$ cat config.mk
export PLATFORM = sky130hd
export DESIGN_NAME = mem_arbiter
export DESIGN_NICKNAME = d
export VERILOG_FILES = /design/src/rtl/cpu_types_pkg.sv /design/src/rtl/diaosi_types_pkg.sv /design/src/rtl/mem_arbiter.sv
export SDC_FILE = /design/constraint.sdc
export NUM_CORES = 1
export LEC_CHECK = 0
export ABC_AREA = 1
export BUFFER_PORTS_ARGS = -buffer_cell sky130_fd_sc_hd__buf_2
export CAP_MARGIN = 20
export CORE_AREA = 2 2 103 105
export DETAILED_ROUTE_END_ITERATION = 8
export DIE_AREA = 0 0 105 107
export GPL_TIMING_DRIVEN = 0
export PLACE_DENSITY = 0.6
export SYNTH_ARGS = -nofsm -noshare
export SYNTH_HDL_FRONTEND = slang
export SYNTH_SLANG_ARGS = --single-unit
$ cat constraint.sdc
create_clock -name CLK -period 4 [get_ports CLK]
set_input_delay 0.8 -clock CLK [delete_from_list [all_inputs] [get_ports CLK]]
set_output_delay 0.8 -clock CLK [all_outputs]
set_load 0.01 [all_outputs]
$ cat src/rtl/cpu_types_pkg.sv
// Shared CPU-side types: machine word and the RAM handshake encoding.
package cpu_types_pkg;

   typedef logic [31:0] word_t;

   typedef enum logic [1:0] {
      FREE   = 2'd0,
      BUSY   = 2'd1,
      ACCESS = 2'd2,
      ERROR  = 2'd3
   } ramstate_t;

endpackage

$ cat src/rtl/diaosi_types_pkg.sv
// Arbiter grant states and starvation counter width.
package diaosi_types_pkg;

   typedef enum logic [1:0] {
      IDLE,
      IGRANT,
      DREAD,
      DWRITE
   } arbstate_t;

   localparam int unsigned STARVE_W = 4;

endpackage

$ cat src/rtl/mem_arbiter.sv
// Single-port RAM arbiter between icache fill and dcache access; data side wins unless starved.
// Optional ARB_STATS_EN adds completion and error counters (icount, dcount, ecount).
module mem_arbiter
   import cpu_types_pkg::*;
   import diaosi_types_pkg::*;
#(
   parameter int unsigned WORD_W       = 32,
   parameter int unsigned STARVE_LIMIT = 4
) (
   input  logic              CLK,
   input  logic              nRST,
   input  logic              iREN,
   input  logic [WORD_W-1:0] iaddr,
   output logic              iwait,
   output logic [WORD_W-1:0] iload,
   input  logic              dREN,
   input  logic              dWEN,
   input  logic [WORD_W-1:0] daddr,
   input  logic [WORD_W-1:0] dstore,
   output logic              dwait,
   output logic [WORD_W-1:0] dload,
   output logic              ramREN,
   output logic              ramWEN,
   output logic [WORD_W-1:0] ramaddr,
   output logic [WORD_W-1:0] ramstore,
   input  logic [WORD_W-1:0] ramload,
   input  logic [1:0]        ramstate
`ifdef ARB_STATS_EN
   ,
   output word_t             icount,
   output word_t             dcount,
   output word_t             ecount
`endif
);

   localparam logic [STARVE_W-1:0] Limit = STARVE_W'(STARVE_LIMIT);

   arbstate_t           state_q, state_d;
   logic [STARVE_W-1:0] cnt_q, cnt_d;
   ramstate_t           rs;
   logic                i_done, d_done;

   assign rs = ramstate_t'(ramstate);

   always_comb begin
      state_d  = state_q;
      cnt_d    = cnt_q;
      ramREN   = 1'b0;
      ramWEN   = 1'b0;
      ramaddr  = '0;
      ramstore = '0;
      iwait    = 1'b1;
      dwait    = 1'b1;
      iload    = '0;
      dload    = '0;
      i_done   = 1'b0;
      d_done   = 1'b0;

      unique case (state_q)
         IDLE: begin
            if (iREN && cnt_q == Limit) state_d = IGRANT;
            else if (dWEN)              state_d = DWRITE;
            else if (dREN)              state_d = DREAD;
            else if (iREN)              state_d = IGRANT;
         end
         IGRANT: begin
            // A dropped request aborts: strobes stay low and we return to IDLE silently.
            if (!iREN) begin
               state_d = IDLE;
            end else begin
               ramREN  = 1'b1;
               ramaddr = iaddr;
               if (rs == ACCESS) begin
                  iwait   = 1'b0;
                  iload   = ramload;
                  i_done  = 1'b1;
                  state_d = IDLE;
               end
            end
         end
         DREAD: begin
            if (!dREN) begin
               state_d = IDLE;
            end else begin
               ramREN  = 1'b1;
               ramaddr = daddr;
               if (rs == ACCESS) begin
                  dwait   = 1'b0;
                  dload   = ramload;
                  d_done  = 1'b1;
                  state_d = IDLE;
               end
            end
         end
         DWRITE: begin
            if (!dWEN) begin
               state_d = IDLE;
            end else begin
               ramWEN   = 1'b1;
               ramaddr  = daddr;
               ramstore = dstore;
               if (rs == ACCESS) begin
                  dwait   = 1'b0;
                  d_done  = 1'b1;
                  state_d = IDLE;
               end
            end
         end
         default: state_d = IDLE;
      endcase

      if ((state_q == IDLE && !iREN) || i_done) begin
         cnt_d = '0;
      end else if (d_done && iREN && cnt_q < Limit) begin
         cnt_d = cnt_q + 1'b1;
      end
   end

   always_ff @(posedge CLK or negedge nRST) begin
      if (!nRST) begin
         state_q <= IDLE;
         cnt_q   <= '0;
      end else begin
         state_q <= state_d;
         cnt_q   <= cnt_d;
      end
   end

`ifdef ARB_STATS_EN
   word_t icount_q, dcount_q, ecount_q;

   always_ff @(posedge CLK or negedge nRST) begin
      if (!nRST) begin
         icount_q <= '0;
         dcount_q <= '0;
         ecount_q <= '0;
      end else begin
         if (i_done) icount_q <= icount_q + 32'd1;
         if (d_done) dcount_q <= dcount_q + 32'd1;
         if (state_q != IDLE && rs == ERROR) ecount_q <= ecount_q + 32'd1;
      end
   end

   assign icount = icount_q;
   assign dcount = dcount_q;
   assign ecount = ecount_q;
`endif

endmodule
== Word level (Yosys, flattened, before mapping) ==
Index checks and enable logic that the tools add are counted.
W data, S select, Z words.
Word-level totals
  register bits after elaboration: 6
  bits of input ports: 135
  logic and storage cells: 57
Operators by class
  add/sub/neg operators: 1
  $lt $le $gt $ge: 1
  equality and inequality tests: 6
  multiplexer cells: 39
  reduce and logical (&&, ||, !) cells: 8
Operators by type and width (number)
  $mux W32: 10
  $pmux W32 S3: 1
  $mux W2: 8
  $mux W1: 14
  $mux W4: 2
  $pmux W2 S4: 1
  $eq A2 B2 Y1 const B: 3
  $pmux W1 S2: 3
  $ne A5 B5 Y1 const B: 1
  $add A4 B1 Y4 const B: 1
  $eq A4 B3 Y1 const B: 1
  $logic_and A1 B1 Y1: 4
  $lt A4 B3 Y1 const B: 1
  $eq A2 B1 Y1 const B: 1
  $logic_not A2 Y1: 1
  $reduce_bool A2 Y1: 1
  $logic_not A1 Y1: 1
  $logic_or A1 B1 Y1: 1

== Depth between registers and ports, before layout ==
Gate-level depths: netlist of the first run.
  depth after elaboration: 8
  depth in mapped cells: 9
  mapped depth without buffers: 8

== Worst setup path after synthesis of the first run ==
Ideal clock, no wire load.
  path type: input to output
  start: input port ramstate[1]
  end: output port dload[10]
  arrival: 1460 ps
  slack: 1740 ps
  stages on the path: 5
  buffers on the path: 1
  cell sequence: inv_1 > nor2_4 > nand3_1 > buf_2 > nor2_1
On the way
  longest elaborated chain between the ends: 4
Ends and longest elaborated chain
  start: declaration: RTL line mem_arbiter.sv:27  | input logic [1:0] ramstate
  $eq A2 B2 Y1: RTL line mem_arbiter.sv:87  | if (rs == ACCESS) begin
  $mux W32: RTL line mem_arbiter.sv:87
  $mux W32: RTL line mem_arbiter.sv:82  | if (!dREN) begin
  $mux W32: RTL line mem_arbiter.sv:59  | unique case (state_q)
  end: declaration: RTL line mem_arbiter.sv:21  | output logic [WORD_W-1:0] dload,
No other way between the ends.

== Final worst setup path of the first run ==
  start: input port ramstate[0]
  end: output port dload[22]
The elaborated chain is that of the path after synthesis.

==> results of run 1 <==
per-layer routing:
metal / global-route usage / up-vias
li1: - / 1675
met1: 0.161 / 1282
met2: 0.256 / 113
met3: 0.0213 / 8
met4: 0.0295 / 0
met5: 0 / -
cell usage in the layout (no fill, tap or decap), types with 2 or more instances in the layout:
cell	netlist	final
nand2_1	147	147
clkbuf_8	0	3
buf_1	6	6
ha_1	6	6
dfrtp_1	6	6
o21ai_0	2	2
inv_1	107	107
nor2_1	105	105
buf_6	3	3
buf_2	9	275
nand2_2	3	3
nand3_1	12	12
kinds of logic (layout without fill, tap and decap cells):
logic type,after synthesis,in the layout,share of synthesized area
AO/OA/AOI/OAI,4,4,0.0145
XOR/XNOR,1,1,0.00482
adder cells (fa/ha/maj),6,6,0.0413
buffers and inverters,127,396,0.281
flip-flops,6,6,0.0826
AND/OR/NAND/NOR,270,270,0.576
critical path, stage by stage:
cell and delay [ps]:
buf_2 120, nor2_4 160, nand3_1 300, buf_2 300, nor2_1 120, buf_2 140
cell type report:
type / instances / area [um2] / area share
Timing Repair Buffer: 266 / 1330 / 0.396
Multi-Input combinational cell: 281 / 1160 / 0.344
Inverter: 109 / 409 / 0.122
Tap cell: 136 / 170 / 0.0506
Sequential cell: 6 / 150 / 0.0447
Buffer: 18 / 101 / 0.0302
Clock buffer: 3 / 41.3 / 0.0123
stage by stage:
| stage | setup WS (ps) | area [um2] | utilization |
|---|---|---|---|
| finish | 1260 | 3360 | 0.333 |
| floorplan | 1740 | 1820 | - |
| CTS | 1230 | 3360 | 0.333 |
| global placement | 1250 | 3320 | 0.329 |
| global route | 1140 | 3360 | 0.333 |
| detailed placement | 1230 | 3320 | 0.329 |
power groups by stage:
stage,sequential [mW],clock [mW],combinational [mW]
2_1_floorplan,0.0846,0,0.498
6_report,0.0864,0.0930,0.802
5_1_grt,0.0892,0.0990,0.913
3_3_place_gp,0.0874,0,0.808
3_5_place_dp,0.0876,0,0.808
4_1_cts,0.0868,0.0944,0.811
worst paths after layout:
kind                                   end  cells after the start
worst max-delay path             dload[22]                      6
worst min-delay path              cnt_q[0]                      1
worst max register to register    cnt_q[1]                      7
max in group asynchronous       state_q[0]                      1
worst min register to register  state_q[1]                      2
min in group CLK                state_q[1]                      2
registers in the layout, summed over array words and instances (netlist names):
signal and flops:
cnt_q 4, state_q 2
==> results.json, run 1 <==
{
  "clock_path_buffers": 2,
  "syn_area_per_cell_um2": 4.39,
  "ctsRootBufferMaster": "clkbuf_8",
  "mappedNetlistArea_um2": 1820,
  "fill_cells": 1236,
  "p_sw_mw": 0.541,
  "wl_per_cell_um": 10.4,
  "post-route-period-util": 0.684,
  "clkPwrFrac": 0.095,
  "synthArstFlopShare": 1.00,
  "hold_ws_ps": 392,
  "gp_congestion": 0.788,
  "place_inst": 816,
  "wl_met2_mm": 4.28,
  "internal_power_mw": 0.441,
  "seqPwrFrac": 0.088,
  "tightest_slew_ps": 473,
  "fp.dieW_um": 105,
  "irDropWorstVdd_v": 0.000188,
  "vias": 3078,
  "fin_skew_ps": 2.04,
  "synthFlopType": "dfrtp_1",
  "hold_viol": 0,
  "critPathLaunchType": "input port",
  "dr.max_layer_used": "met4",
  "place_hpwl_mm": 7.35,
  "fmax_mhz": 365,
  "drv_cap": 0,
  "synth_seq_cells": 6,
  "nets": 826,
  "synth_area_leaders": "nand2_1 30%, inv_1 22%, nor2_1 22%, dfrtp_1 8.3%, ha_1 4.1%",
  "n_antenna_cell": 0,
  "cp_max_fo": 10,
  "viasPerCell": 3.76,
  "dr_wl_met3_um": 585,
  "drive_above_1_share": 0.420,
  "status": "finished, final reports clean",
  "dr.pass1.iters": 4,
  "ios": 267,
  "instances_no_fill": 819,
  "cts.clk_slew.worst_paths_ps": 40,
  "powerDensity_nw_per_um2": 292,
  "wl_met1_mm": 3.60,
  "cp_data_arrival_time_ps": 1940,
  "cp-startpoint": "ramstate[0]",
  "yosys_warnings": 0,
  "drc": 0,
  "synth_top_area_share": 0.304,
  "grt_pass1_wl_mm": 12.9,
  "slew_headroom": 0.685,
  "r2r_start": "state_q[0]",
  "first_global_vias": 2744,
  "initial_utilization": 0.180,
  "combPwrFrac": 0.817,
  "wirelength_mm": 8.54,
  "numClockSinks": 6,
  "drtIter0Drc": 135,
  "synth_edf_count": 0,
  "port_buffers": 266,
  "fp-row-count": 37,
  "hp-class": "in -> async",
  "syn_nets": 555,
  "grt.overflow.total": 0,
  "antenna_found_initial": 0,
  "grt_use_total": 0.136,
  "tns_ps": 0,
  "synth_cell_types": 19,
  "p_leak_nw": 2.79,
  "fp.dieArea_um2": 11200,
  "cts_post_setup_buffers_inserted": 0,
  "synthTopCellsByCount": "147 x nand2_1, 107 x inv_1, 105 x nor2_1",
  "p_sw_frac": 0.551,
  "ys_seq_area_frac": 0.0826,
  "yosysTopAreaCell": "nand2_1",
  "die_height_um": 107,
  "min_period_ps": 2740,
  "postRouteAntennaNets": 0,
  "final_max_slew_viol_count": 0,
  "cts_buffers": 3,
  "crit_required_ps": 3200,
  "crit_type": "in -> out",
  "core_um2": 10100,
  "syn2layout_area_growth_pct": 84.9,
  "endpoint_kind": "output port",
  "grt_start_max_net_pins": 11,
  "cts_htree_levels": 1,
  "synth_cells": 414,
  "regToRegSetupSlack_ps": 2520,
  "finalPower_mw": 0.982,
  "finalSetupViolCount": 0,
  "cts_tree": "yes",
  "cts_resized": 0,
  "synth_most_common_cell": "nand2_1",
  "cts_hold_buffers": 0,
  "rsz0062_at_grt": "no",
  "clock_latency_ps": 220
}
Power figures use the tool's default switching activity.
==> inputs of run 2 (changes only) <==
ABC_AREA = 0   (was 1)
CORE_AREA = 2 2 102 104   (was 2 2 103 105)
DIE_AREA = 0 0 104 106   (was 0 0 105 107)
PLACE_DENSITY = 0.59   (was 0.6)
clock period = 2.8 ns   (was 4 ns; I/O delays follow)
==> results.json, run 2 <==
{
  "status": "finished, final reports clean",
  "synth_edf_count": 0,
  "p_sw_frac": 0.526,
  "yosysTopAreaCell": "and3_1",
  "die_height_um": 106,
  "cp_max_fo": 10,
  "cts_tree": "yes",
  "largest_reg_flops": 4,
  "post-route-period-util": 0.928,
  "powerDensity_nw_per_um2": 452,
  "slowest_stage": "dfrtp_1",
  "layout_commonest_cell": "buf_2",
  "clock_latency_ps": 220,
  "antenna_found_initial": 1,
  "synth_cells": 243,
  "rsz0062_at_grt": "no",
  "slew_headroom": 0.666,
  "cts_resized": 0,
  "fmax_mhz": 385,
  "synth_xor_area_frac": 0,
  "core_um2": 10000,
  "instances_no_fill": 648,
  "fin_util": 0.315,
  "seqPwrFrac": 0.086,
  "place_hpwl_mm": 7.70,
  "wl_per_cell_um": 14.0,
  "setup_ws_ps": 201,
  "synth_cell_types": 33,
  "min_period_ps": 2600,
  "synth_top_area_share": 0.253,
  "critPathTopFamily": "simple AND/OR/NAND/NOR gates",
  "drive_above_1_share": 0.562,
  "clkPwrFrac": 0.091,
  "gp_congestion": 0.864,
  "synth-simple-area-share": 0.527,
  "p_leak_nw": 2.19,
  "grt_pass1_wl_mm": 13.3,
  "drc": 0,
  "synthArstFlopShare": 1.00,
  "synth_most_common_cell": "and3_1",
  "crit_required_ps": 2240,
  "hp-class": "in -> async",
  "slowest_delay_ps": 390,
  "viasPerCell": 4.45,
  "internal_power_mw": 0.673,
  "synth_area_leaders": "and3_1 25%, a22oi_1 15%, and2_1 13%, dfrtp_1 9.4%, nor2_1 7.7%",
  "multi_input_area_um2": 1280,
  "postPlaceCellArea_um2": 3100,
  "fill_cells": 1119,
  "seqCellArea_um2": 150,
  "port_buffers": 265,
  "design_area_um2": 3150,
  "combPwrFrac": 0.823,
  "ctsRootBufferMaster": "clkbuf_8",
  "crit_chain": "inv_1 > ha_1 > nand2_1 > nor2_1 > clkbuf_2 > and2_1 > buf_2",
  "cts.clk_slew.worst_paths_ps": 40,
  "yosys-mux-area-fraction": 0.0187,
  "initial_utilization": 0.161,
  "cts_htree_levels": 1,
  "synth_top_family_by_area": "simple AND/OR/NAND/NOR gates",
  "critPathLaunchType": "flop",
  "first_global_vias": 2644,
  "grt_start_max_net_pins": 11,
  "pre_cts_slack_ps": 372,
  "p_sw_mw": 0.748,
  "fp.dieW_um": 104,
  "synth_seq_cells": 6,
  "place_inst": 644,
  "dr.pass1.iters": 4,
  "nets": 654,
  "ys_seq_area_frac": 0.0935,
  "fin_skew_ps": 0.528,
  "mappedNetlistArea_um2": 1610,
  "final_cell_mix": "272 x buf_2, 65 x and3_1, 34 x and2_1",
  "endpoint_kind": "output port",
  "drtIter0Drc": 144,
  "drv_cap": 0,
  "tns_ps": 0,
  "fp.dieArea_um2": 11000,
  "fp-row-count": 37,
  "cp_data_arrival_time_ps": 2040,
  "postRouteAntennaNets": 0,
  "wirelength_mm": 9.08,
  "synth_compound_area_frac": 0.208,
  "clock_path_buffers": 2,
  "synthAdderAreaFrac": 0.0468,
  "yosys_warnings": 0,
  "numClockSinks": 6,
  "final_max_slew_viol_count": 0,
  "cts_post_setup_buffers_inserted": 0,
  "syn_nets": 384,
  "grt_use_total": 0.147,
  "synthFlopType": "dfrtp_1",
  "ios": 267,
  "reg_top3": "cnt_q x4, state_q x2",
  "regMostFlops": "cnt_q",
  "vias": 2883,
  "critPathBufInv": 3,
  "irDropWorstVdd_v": 0.000373,
  "finalSetupViolCount": 0,
  "synthTopCellsByCount": "65 x and3_1, 34 x and2_1, 33 x nor2_1",
  "cts_hold_buffers": 0,
  "crit_type": "reg -> out",
  "tightest_slew_ps": 500,
  "grt.overflow.total": 0,
  "cts_buffers": 3,
  "syn2layout_area_growth_pct": 95.9,
  "hold_viol": 0,
  "syn_area_per_cell_um2": 6.61
}
## run 2: cell count changes in the layout (fill, tap and decap cells not counted), moves of 6 or more
cell and delta:
a22oi_1 +32, and2_1 +34, and3_1 +65, buf_1 -6, clkbuf_1 +12, clkbuf_2 +6
inv_1 -100, nand2_1 -144, nand3_1 -7, nor2_1 -72
## run 2: layout make-up
class	count	share of cell area
Inverter	7	0.00835
Clock buffer	3	0.0131
Sequential cell	6	0.0477
Multi-Input combinational cell	201	0.409
Tap cell	136	0.0541
Buffer	29	0.0457
Antenna cell	1	0.000796
Timing Repair Buffer	265	0.422
## run 2: per-stage QoR
stage | total power, mW | hold slack, ps
2_1_floorplan | 0.827 | 264
3_3_place_gp | 1.28 | 387
3_5_place_dp | 1.30 | 389
4_1_cts | 1.44 | 153
5_1_grt | 1.56 | 153
6_report | 1.42 | 156
## run 2: kinds of logic after synthesis
logic type	after synthesis
muxes	3
buffers and inverters	36
and+or+nand+nor	148
adders and majority gates	6
AOI/OAI and AO/OA	44
DFF	6
## run 2: path summary, 6_finish.rpt
| kind | startpoint | endpoint | slack [ps] | cells past startpoint |
|---|---|---|---|---|
| setup / recovery | state_q[0] | dload[14] | 200 | 7 |
| hold / removal | nRST | cnt_q[0] | 160 | 1 |
| setup reg to reg | state_q[0] | state_q[0] | 1220 | 6 |
| hold reg to reg | cnt_q[3] | cnt_q[3] | 560 | 1 |
| max in group asynchronous | nRST | state_q[0] | 2500 | 1 |
| min in group CLK | cnt_q[3] | cnt_q[3] | 560 | 1 |
## run 2: per-layer routing
layer  wire length, um  GRT usage  vias up
met1              3860      0.182     1319
li1                  -          -     1408
met3               825     0.0405        0
met4                 0     0.0116        0
met2              4390      0.265      156
met5                 0          0        -
## run 2: worst reg2reg max path: stages, from the launching register on
cell and delay, ps:
dfrtp_1 390, inv_1 120, ha_1 150, clkbuf_2 220
nand2b_1 210, o32a_1 240, o22ai_1 180
## run 2: power by group through the flow
stage          registers (mW)  clock network (mW)  logic, mW
3_5_place_dp            0.124                   0       1.18
4_1_cts                 0.123               0.133       1.18
2_1_floorplan           0.119                   0      0.708
5_1_grt                 0.126               0.139       1.30
6_report                0.122               0.129       1.17
3_3_place_gp            0.123                   0       1.16
